`src/rtl/riscv_decode_q.sv`:
```
// riscv_decode_q: buffered OP-IMM / OP instruction decoder.
// Decodes one 32-bit word per accepted handshake into a small record and
// queues it in a DEPTH-entry FIFO for the execute stage. Illegal encodings
// become a flagged NOP and bump a saturating counter.

`ifndef RISCV_ALU_DEFINES
`define RISCV_ALU_DEFINES
`define ADD   5'd0
`define SUB   5'd1
`define SLL   5'd2
`define SLT   5'd3
`define SLTU  5'd4
`define XOR   5'd5
`define SRL   5'd6
`define SRA   5'd7
`define OR    5'd8
`define AND   5'd9
`define ADDI  5'd10
`define SLTI  5'd11
`define SLTIU 5'd12
`define XORI  5'd13
`define ORI   5'd14
`define ANDI  5'd15
`define SLLI  5'd16
`define SRLI  5'd17
`define SRAI  5'd18
`endif

module riscv_decode_q #(
    parameter int XLEN  = 32,
    parameter int DEPTH = 2,
    parameter int CNT_W = 8
) (
    input  logic             clk,
    input  logic             rst,
    input  logic             flush_i,
    input  logic             in_valid_i,
    output logic             in_ready_o,
    input  logic [31:0]      in_instr_i,
    output logic             out_valid_o,
    input  logic             out_ready_i,
    output logic [4:0]       out_rd_o,
    output logic [4:0]       out_rs1_o,
    output logic [4:0]       out_rs2_o,
    output logic [XLEN-1:0]  out_imm_o,
    output logic [4:0]       out_alu_control_o,
    output logic             out_use_imm_o,
    output logic             out_illegal_o,
    output logic [CNT_W-1:0] illegal_count_o
);

    // Shift amount width and the width of the bits above it in the I-immediate.
    localparam int SH  = (XLEN == 64) ? 6 : 5;
    localparam int HIW = 12 - SH;
    localparam int AW  = $clog2(DEPTH);
    localparam int PW  = AW + 1;

    localparam logic [6:0] OPC_OP_IMM = 7'b0010011;
    localparam logic [6:0] OPC_OP     = 7'b0110011;
    // Arithmetic-shift marker: 0100000 for RV32, 010000 for RV64.
    localparam logic [HIW-1:0] SRA_PAT = {2'b01, {(HIW-2){1'b0}}};

    typedef struct packed {
        logic [4:0]      rd;
        logic [4:0]      rs1;
        logic [4:0]      rs2;
        logic [XLEN-1:0] imm;
        logic [4:0]      alu;
        logic            use_imm;
        logic            illegal;
    } entry_t;

    // Instruction fields
    logic [6:0]      opcode;
    logic [4:0]      f_rd, f_rs1, f_rs2;
    logic [2:0]      funct3;
    logic [6:0]      funct7;
    logic [HIW-1:0]  shift_hi;
    logic [XLEN-1:0] imm_i, shamt_ext;

    assign opcode    = in_instr_i[6:0];
    assign f_rd      = in_instr_i[11:7];
    assign funct3    = in_instr_i[14:12];
    assign f_rs1     = in_instr_i[19:15];
    assign f_rs2     = in_instr_i[24:20];
    assign funct7    = in_instr_i[31:25];
    assign shift_hi  = in_instr_i[31:20+SH];
    assign imm_i     = {{(XLEN-12){in_instr_i[31]}}, in_instr_i[31:20]};
    assign shamt_ext = {{(XLEN-SH){1'b0}}, in_instr_i[20+SH-1:20]};

    entry_t dec;
    logic   legal;

    // Combinational decode of the incoming word; illegal cases collapse to a NOP.
    always_comb begin
        dec         = '0;
        dec.alu     = `ADDI;
        dec.use_imm = 1'b1;
        legal       = 1'b0;
        case (opcode)
            OPC_OP_IMM: begin
                legal       = 1'b1;
                dec.rd      = f_rd;
                dec.rs1     = f_rs1;
                dec.use_imm = 1'b1;
                dec.imm     = imm_i;
                case (funct3)
                    3'd0: dec.alu = `ADDI;
                    3'd2: dec.alu = `SLTI;
                    3'd3: dec.alu = `SLTIU;
                    3'd4: dec.alu = `XORI;
                    3'd6: dec.alu = `ORI;
                    3'd7: dec.alu = `ANDI;
                    3'd1: begin
                        dec.alu = `SLLI;
                        dec.imm = shamt_ext;
                        legal   = (shift_hi == '0);
                    end
                    3'd5: begin
                        dec.imm = shamt_ext;
                        if (shift_hi == '0)
                            dec.alu = `SRLI;
                        else if (shift_hi == SRA_PAT)
                            dec.alu = `SRAI;
                        else
                            legal = 1'b0;
                    end
                    default: legal = 1'b0;
                endcase
            end
            OPC_OP: begin
                legal       = 1'b1;
                dec.rd      = f_rd;
                dec.rs1     = f_rs1;
                dec.rs2     = f_rs2;
                dec.use_imm = 1'b0;
                dec.imm     = '0;
                if (funct7 == 7'b0000000) begin
                    case (funct3)
                        3'd0: dec.alu = `ADD;
                        3'd1: dec.alu = `SLL;
                        3'd2: dec.alu = `SLT;
                        3'd3: dec.alu = `SLTU;
                        3'd4: dec.alu = `XOR;
                        3'd5: dec.alu = `SRL;
                        3'd6: dec.alu = `OR;
                        default: dec.alu = `AND;
                    endcase
                end else if (funct7 == 7'b0100000 && funct3 == 3'd0) begin
                    dec.alu = `SUB;
                end else if (funct7 == 7'b0100000 && funct3 == 3'd5) begin
                    dec.alu = `SRA;
                end else begin
                    legal = 1'b0;
                end
            end
            default: legal = 1'b0;
        endcase
        if (!legal) begin
            dec         = '0;
            dec.alu     = `ADDI;
            dec.use_imm = 1'b1;
            dec.illegal = 1'b1;
        end
    end

    // FIFO state
    entry_t            mem_q [DEPTH];
    logic [PW-1:0]     wr_ptr_q, wr_ptr_d, rd_ptr_q, rd_ptr_d;
    logic [CNT_W-1:0]  cnt_q, cnt_d;
    logic              full, empty, push, pop;
    entry_t            head;

    assign full  = (wr_ptr_q[AW] != rd_ptr_q[AW]) &&
                   (wr_ptr_q[AW-1:0] == rd_ptr_q[AW-1:0]);
    assign empty = (wr_ptr_q == rd_ptr_q);
    // Flush wins over both handshakes so a same-cycle word is dropped entirely.
    assign push  = in_valid_i && !full && !flush_i;
    assign pop   = out_ready_i && !empty && !flush_i;

    // Next-state for pointers and the saturating illegal counter.
    always_comb begin
        wr_ptr_d = wr_ptr_q;
        rd_ptr_d = rd_ptr_q;
        cnt_d    = cnt_q;
        if (flush_i) begin
            wr_ptr_d = '0;
            rd_ptr_d = '0;
        end else begin
            if (push) wr_ptr_d = wr_ptr_q + PW'(1);
            if (pop)  rd_ptr_d = rd_ptr_q + PW'(1);
        end
        if (push && dec.illegal && cnt_q != {CNT_W{1'b1}})
            cnt_d = cnt_q + CNT_W'(1);
    end

    // Pointer and counter registers.
    always_ff @(posedge clk or posedge rst) begin
        if (rst) begin
            wr_ptr_q <= '0;
            rd_ptr_q <= '0;
            cnt_q    <= '0;
        end else begin
            wr_ptr_q <= wr_ptr_d;
            rd_ptr_q <= rd_ptr_d;
            cnt_q    <= cnt_d;
        end
    end

    // Entry storage; cleared on reset so the head reads as all-zero.
    always_ff @(posedge clk or posedge rst) begin
        if (rst) begin
            for (int i = 0; i < DEPTH; i++) mem_q[i] <= '0;
        end else if (push) begin
            mem_q[wr_ptr_q[AW-1:0]] <= dec;
        end
    end

    assign head              = mem_q[rd_ptr_q[AW-1:0]];
    assign in_ready_o        = !full;
    assign out_valid_o       = !empty;
    assign out_rd_o          = head.rd;
    assign out_rs1_o         = head.rs1;
    assign out_rs2_o         = head.rs2;
    assign out_imm_o         = head.imm;
    assign out_alu_control_o = head.alu;
    assign out_use_imm_o     = head.use_imm;
    assign out_illegal_o     = head.illegal;
    assign illegal_count_o   = cnt_q;

endmodule

```
`config.mk`:
```
export PLATFORM = sky130hd
export DESIGN_NAME = riscv_decode_q
export DESIGN_NICKNAME = d
export VERILOG_FILES = /design/src/rtl/riscv_decode_q.sv
export SDC_FILE = /design/constraint.sdc
export NUM_CORES = 1
export LEC_CHECK = 0
export CAP_MARGIN = 15
export CORE_MARGIN = 3
export CORE_UTILIZATION = 53
export DETAILED_ROUTE_END_ITERATION = 7
export GPL_TIMING_DRIVEN = 1
export HOLD_SLACK_MARGIN = 0.08
export PLACE_DENSITY_LB_ADDON = 0.25
export RECOVER_POWER = 25
export SYNTH_ARGS = -nofsm -noshare
export SYNTH_HDL_FRONTEND = slang
export SYNTH_SLANG_ARGS = --single-unit
```
`constraint.sdc`:
```
create_clock -name clk -period 6.8 [get_ports clk]
set_clock_uncertainty 0.05 [all_clocks]
set_input_delay 1.36 -clock clk [delete_from_list [all_inputs] [get_ports clk]]
set_output_delay 1.36 -clock clk [all_outputs]
set_load 0.005 [all_outputs]
```
==> results of run 1 <==
==> synth_stat cells (2+ instances only) <==
cell type,n,area [um2]
nand2_1,93,349
dfrtp_1,80,2000
o21ai_0,46,230
mux2_2,38,428
buf_4,21,158
o31ai_1,20,150
clkbuf_1,17,63.8
inv_1,14,52.6
xor2_1,13,114
nor2_1,11,41.3
nand3_1,10,50.1
buf_2,7,35.0
a21oi_1,6,30.0
a31oi_1,6,37.5
nand2b_1,5,31.3
a211oi_1,4,30.0
nor3_1,3,15.0
a211o_1,2,17.5
and2_0,2,12.5
and3_1,2,12.5
nor2b_1,2,12.5
nor3b_1,2,15.0
o22ai_1,2,12.5
xnor2_1,2,17.5
==> state kept, by name, summed over array words and instances, names as in the netlist <==
name	flops
mem_q	68
illegal_count_o	8
rd_ptr_q	2
wr_ptr_q	2
==> critical path, delay by kind of cell (launching register included) <==
| family | cells | cell delay (ps) |
|---|---|---|
| buf+inv | 2 | 1010 |
| flops | 1 | 330 |
| mux | 1 | 450 |
==> path summary, 6_finish.rpt <==
check                      depth (start not counted)   startpoint            endpoint  slack, ps
max                                                3  rd_ptr_q[0]       out_imm_o[28]       3250
min                                                2    mem_q[14]           mem_q[14]        430
max reg2reg                                        5  rd_ptr_q[0]           mem_q[48]       4160
min reg2reg                                        2    mem_q[14]           mem_q[14]        430
max in group asynchronous                          3          rst           mem_q[91]       4290
min in group asynchronous                          3          rst  illegal_count_o[7]       1770
==> through the flow <==
step / instances / power [mW] / setup WS [ps] / utilization (%) / instance area, um2
2_1_floorplan: 424 / 0.742 / 3340 / - / 4080
3_3_place_gp: 580 / 0.869 / 3140 / 67.5 / 4970
3_5_place_dp: 580 / 0.878 / 3110 / 67.5 / 4970
4_1_cts: 596 / 1.23 / 3210 / 70.2 / 5170
5_1_grt: 597 / 1.29 / 3090 / 70.5 / 5190
6_report: 597 / 1.22 / 3250 / 70.5 / 5190
==> power groups by stage <==
stage          Sequential, mW  Combinational [mW]  Clock [mW]
2_1_floorplan           0.551               0.191           0
3_3_place_gp            0.558               0.311           0
3_5_place_dp            0.561               0.317           0
4_1_cts                 0.552               0.318       0.359
5_1_grt                 0.559               0.351       0.380
6_report                0.552               0.319       0.353
==> routing by layer <==
metal	GRT usage [%]	up-vias	share of wire, %
met5	0	-	0
met4	5.90	0	0.96
met3	4.17	8	6.4
met2	33.8	116	48
met1	29.0	1514	45
li1	-	1573	-
==> cell families after synthesis <==
logic type,Yosys count,synth area share (%)
AOI/OAI and AO/OA,94,14.5
adders and majority gates,1,0.306
muxes,38,10.5
xor gates and xnor gates,15,3.22
buffers and inverters,59,7.57
DFF,80,49.0
and+or+nand+nor,137,14.9
==> area by class of cell <==
class | instances | area (um2) | area share [%]
Inverter | 14 | 53.8 | 1.04
Multi-Input combinational cell | 285 | 1780 | 34.2
Sequential cell | 80 | 2000 | 38.6
Tap cell | 99 | 124 | 2.39
Clock inverter | 4 | 53.8 | 1.04
Timing Repair Buffer | 103 | 1040 | 20.0
Clock buffer | 12 | 145 | 2.80
==> flow_summary.ini, run 1 <==
[cts]
cts_made_buffers = 9
clk_latency_ps = 340
post-cts-setup-buffer-count = 0
ctsHoldBuffers = 0
cts.sinks = 80
cts_max_path_buffers = 2
tritoncts = done
htreeDepth = 3
cts-resized-gates = 0
clkTransAtPathRegs_ps = 80
cts-root-buf = clkbuf_8

[timing]
fmax_ghz = 0.281
fin_setup_tns_ps = 0
tightestPinTransition_ps = 1010
maxSlewViolCount = 0
period_share_pct = 52.2
period_needed_ps = 3550
max-slew-margin-rel_pct = 32.3
rsz0062_at_grt = false
fin_hold_ws_ps = 427
setup_viol = 0
finalHoldViolations = 0

[setup_path]
max_stage_delay_ps = 570
end_kind = output port
crit_chain = buf_4 > mux2_2 > clkdlybuf4s50_1
startpoint_type = flip-flop
worstSetupPathType = reg -> out
slowest_stage = clkdlybuf4s50_1
path_max_fanout = 37
arrival_ps = 2140
cp.required_ps = 5390

[placed_design]
dp_hpwl_um = 5900
globalplace.congestion = 0.797
port_buffers = 100

[global_route]
grtUsageTotal_pct = 21.0
grt_max_degree = 81
antenna_found_initial = 0
grt_overflow_total = 0
grt_pass1_vias = 3132
grt_pass1_wl_um = 14800

[synthesis]
synth_edf_count = 0
ys_ff_latch = 80
ys_seq_area_share_pct = 49.0
async_flop_share_pct = 100
synth_flop_cell = dfrtp_1
syn-cell-area_mm2 = 0.00408
synth_cell_types = 40
yosys_warnings = 0
synth_area_per_cell_um2 = 9.63
synth_cells = 424
syn_nets = 462

[floorplanning]
die_area_mm2 = 0.00879
die_h_um = 93.8
start_util_pct = 55.4
ios = 101
fp.dieW_um = 93.8
rows = 31
core_mm2 = 0.00737

[power_and_ir_drop]
combPwrFrac_pct = 26.0
power_density_mw_per_mm2 = 236
clkPwrFrac_pct = 28.9
p_int_mw = 0.854
ir_worst_vdd_mv = 0.143
p_sw_share_pct = 30.2
power_switching_mw = 0.370
seq_power_share_pct = 45.1
power.leakage_nw = 2.19

[detailed_routing]
drc_errors = 0
antenna_left = 0
dr.first_iter.drc_count = 175
num_vias = 3211
wl_um = 8640
wl_per_cell_um = 14.5
via_per_inst = 5.38
dr.pass1.iters = 4

[layout]
area_growth_pct = 27.1
drive_gt1_share_pct = 13.1
antennaDiodeCount = 0
nFillCells = 581
layout_common_cells = 97 x clkdlybuf4s50_1, 92 x nand2_1, 80 x dfrtp_1
final_common_cell = clkdlybuf4s50_1
fin_nets = 531

[run]
cap_violations = 0

[min_path]
hp-class = reg -> reg

[status]
status = completed
No activity file was read; power rests on OpenSTA's default activity.
==> run 2: changes to the inputs <==
Settings changed: CORE_UTILIZATION 53 to 45.
Clock period 6.8 ns to 3 ns, I/O delays scaled along.
==> run 2 against run 1 <==
  * The run now ends with max-capacitance violations, max-slew violations left
  * Via count rose by 0.37%
  * Cell area rose by 2.0%
  * Global-route usage decreased by 3.5 points
  * Clock power is 150% higher
  * Worst setup slack worse by 3000 ps
  * Non-clock buffer count up 8
  * Combinational power grew 130%
  * Register-to-register slack worse by 3500 ps
==> flow_summary.ini, run 2 (synthesized netlist as in run 1, its figures left out) <==
[detailed_routing]
dr_wl_met2_um = 4240
num_vias = 3223
wl_per_cell_um = 14.2
drc_errors = 0
antenna_left = 0
met1_length_um = 3910
top_layer = met4
dr.pass1.iters = 4
dr.first_iter.drc_count = 181
via_per_inst = 5.25
dr_wl_met3_um = 485
wl_um = 8700

[layout]
final_common_cell = clkdlybuf4s50_1
layout_common_cells = 100 x clkdlybuf4s50_1, 92 x nand2_1, 80 x dfrtp_1
drive_gt1_share_pct = 14.6
nFillCells = 740
fin_nets = 539
largest_reg_flops = 68
antennaDiodeCount = 0
final_area_mm2 = 0.00530
area_growth_pct = 29.7
top_register = mem_q

[setup_path]
cp.required_ps = 2350
endpoint = out_imm_o[25]
path_max_fanout = 27
reg2reg_from = rd_ptr_q[0]
r2r_end = illegal_count_o[1]
rrSetupSlack_ps = 640
r2r_cells = 6
startpoint_type = flip-flop
end_kind = output port
worstSetupPathType = reg -> out
arrival_ps = 2120
startpoint = rd_ptr_q[0]

[cts]
htreeDepth = 3
tritoncts = done
cts_made_buffers = 9
post-cts-setup-buffer-count = 0
cts-root-buf = clkbuf_8
clk_latency_ps = 340
ctsHoldBuffers = 0
clkTransAtPathRegs_ps = 80
cts-resized-gates = 0
cts.sinks = 80
cts_max_path_buffers = 2

[timing]
maxSlewViolCount = 81
tightestPinTransition_ps = 1880
fmax_ghz = 0.362
max-slew-margin-rel_pct = -25.2
fin_setup_tns_ps = 0
rsz0062_at_grt = false
fin_hold_ws_ps = 424
period_share_pct = 92.2
period_needed_ps = 2770
finalHoldViolations = 0
setup_viol = 0

[global_route]
grtUsageTotal_pct = 17.5
grt_pass1_vias = 3042
grt_pass1_wl_um = 14300
grt_overflow_total = 0
antenna_found_initial = 0
grt_max_degree = 81

[placed_design]
dp_hpwl_um = 6140
dpl-instance-area_mm2 = 0.00509
port_buffers = 100
globalplace.congestion = 0.810

[floorplanning]
rows = 34
core_mm2 = 0.00876
die_area_mm2 = 0.0103
die_h_um = 101
fp.dieW_um = 101
start_util_pct = 46.6
ios = 101

[power_and_ir_drop]
power_density_mw_per_mm2 = 541
power.leakage_nw = 2.25
ir_worst_vdd_mv = 0.286

[status]
status = finished with violations
violations = max-capacitance violations, max-slew violations

[run]
cap_violations = 1

[min_path]
hp-class = reg -> reg
[run 2: changes by cell type in the layout (fill, tap and decap cells not counted), sizes merged]
cell	change
buf	+7
bufinv	+1
clkdlybuf4s50	+3
dlygate4sd3	-3
[run 2: worst max-delay path, cell delays in order, from the launching register on]
cell and delay [ps]:
dfrtp_1 540, buf_12 250, mux2_2 490, clkdlybuf4s50_1 490
[run 2: through the flow]
step / cells / power (mW) / utilization (%) / worst slack (ps)
final: 614 / 2.86 / 60.4 / 234
after CTS: 614 / 2.90 / 60.6 / 188
after detailed placement: 598 / 2.03 / 58.1 / 130
after global routing: 614 / 3.02 / 60.4 / 112
after global placement: 598 / 2.02 / 58.1 / 228
after floorplan: 424 / 1.68 / - / 298
[run 2: worst min-delay path by stage]
stage	start	to	slack (ps)	depth (start not counted)
finish	mem_q[104]	mem_q[104]	420	2
global route	mem_q[91]	mem_q[91]	440	2
CTS	mem_q[106]	mem_q[106]	430	2
detailed placement	mem_q[104]	mem_q[104]	410	2
global placement	mem_q[47]	mem_q[47]	400	2
floorplan	mem_q[44]	mem_q[44]	390	2
[run 2: metal layers]
| layer | track usage, % | up-vias |
|---|---|---|
| li1 | - | 1588 |
| met1 | 23.8 | 1544 |
| met2 | 27.8 | 87 |
| met3 | 3.72 | 4 |
| met4 | 5.93 | 0 |
| met5 | 0 | - |
[run 2: area by class of cell]
type | count | area, um2 | area share [%]
clock inverters | 5 | 80.1 | 1.51
inverters | 14 | 53.8 | 1.02
well taps | 108 | 135 | 2.55
clock buffers | 11 | 141 | 2.67
repair buffers | 111 | 1110 | 20.9
flip-flops and latches | 80 | 2000 | 37.8
multi-input cells | 285 | 1780 | 33.6
[run 2: power breakdown]
part           internal [mW]  total [mW]  switching [mW]
Sequential              1.17        1.27          0.0998
Combinational          0.385       0.730           0.344
Clock                  0.490       0.868           0.378
==> run 3: changes to the inputs <==
Settings changed: SKIP_CTS_REPAIR_TIMING set to 1, SLEW_MARGIN set to 30.
==> results of run 3 <==
Final layout, timing and power as in run 2 (identical DEF).
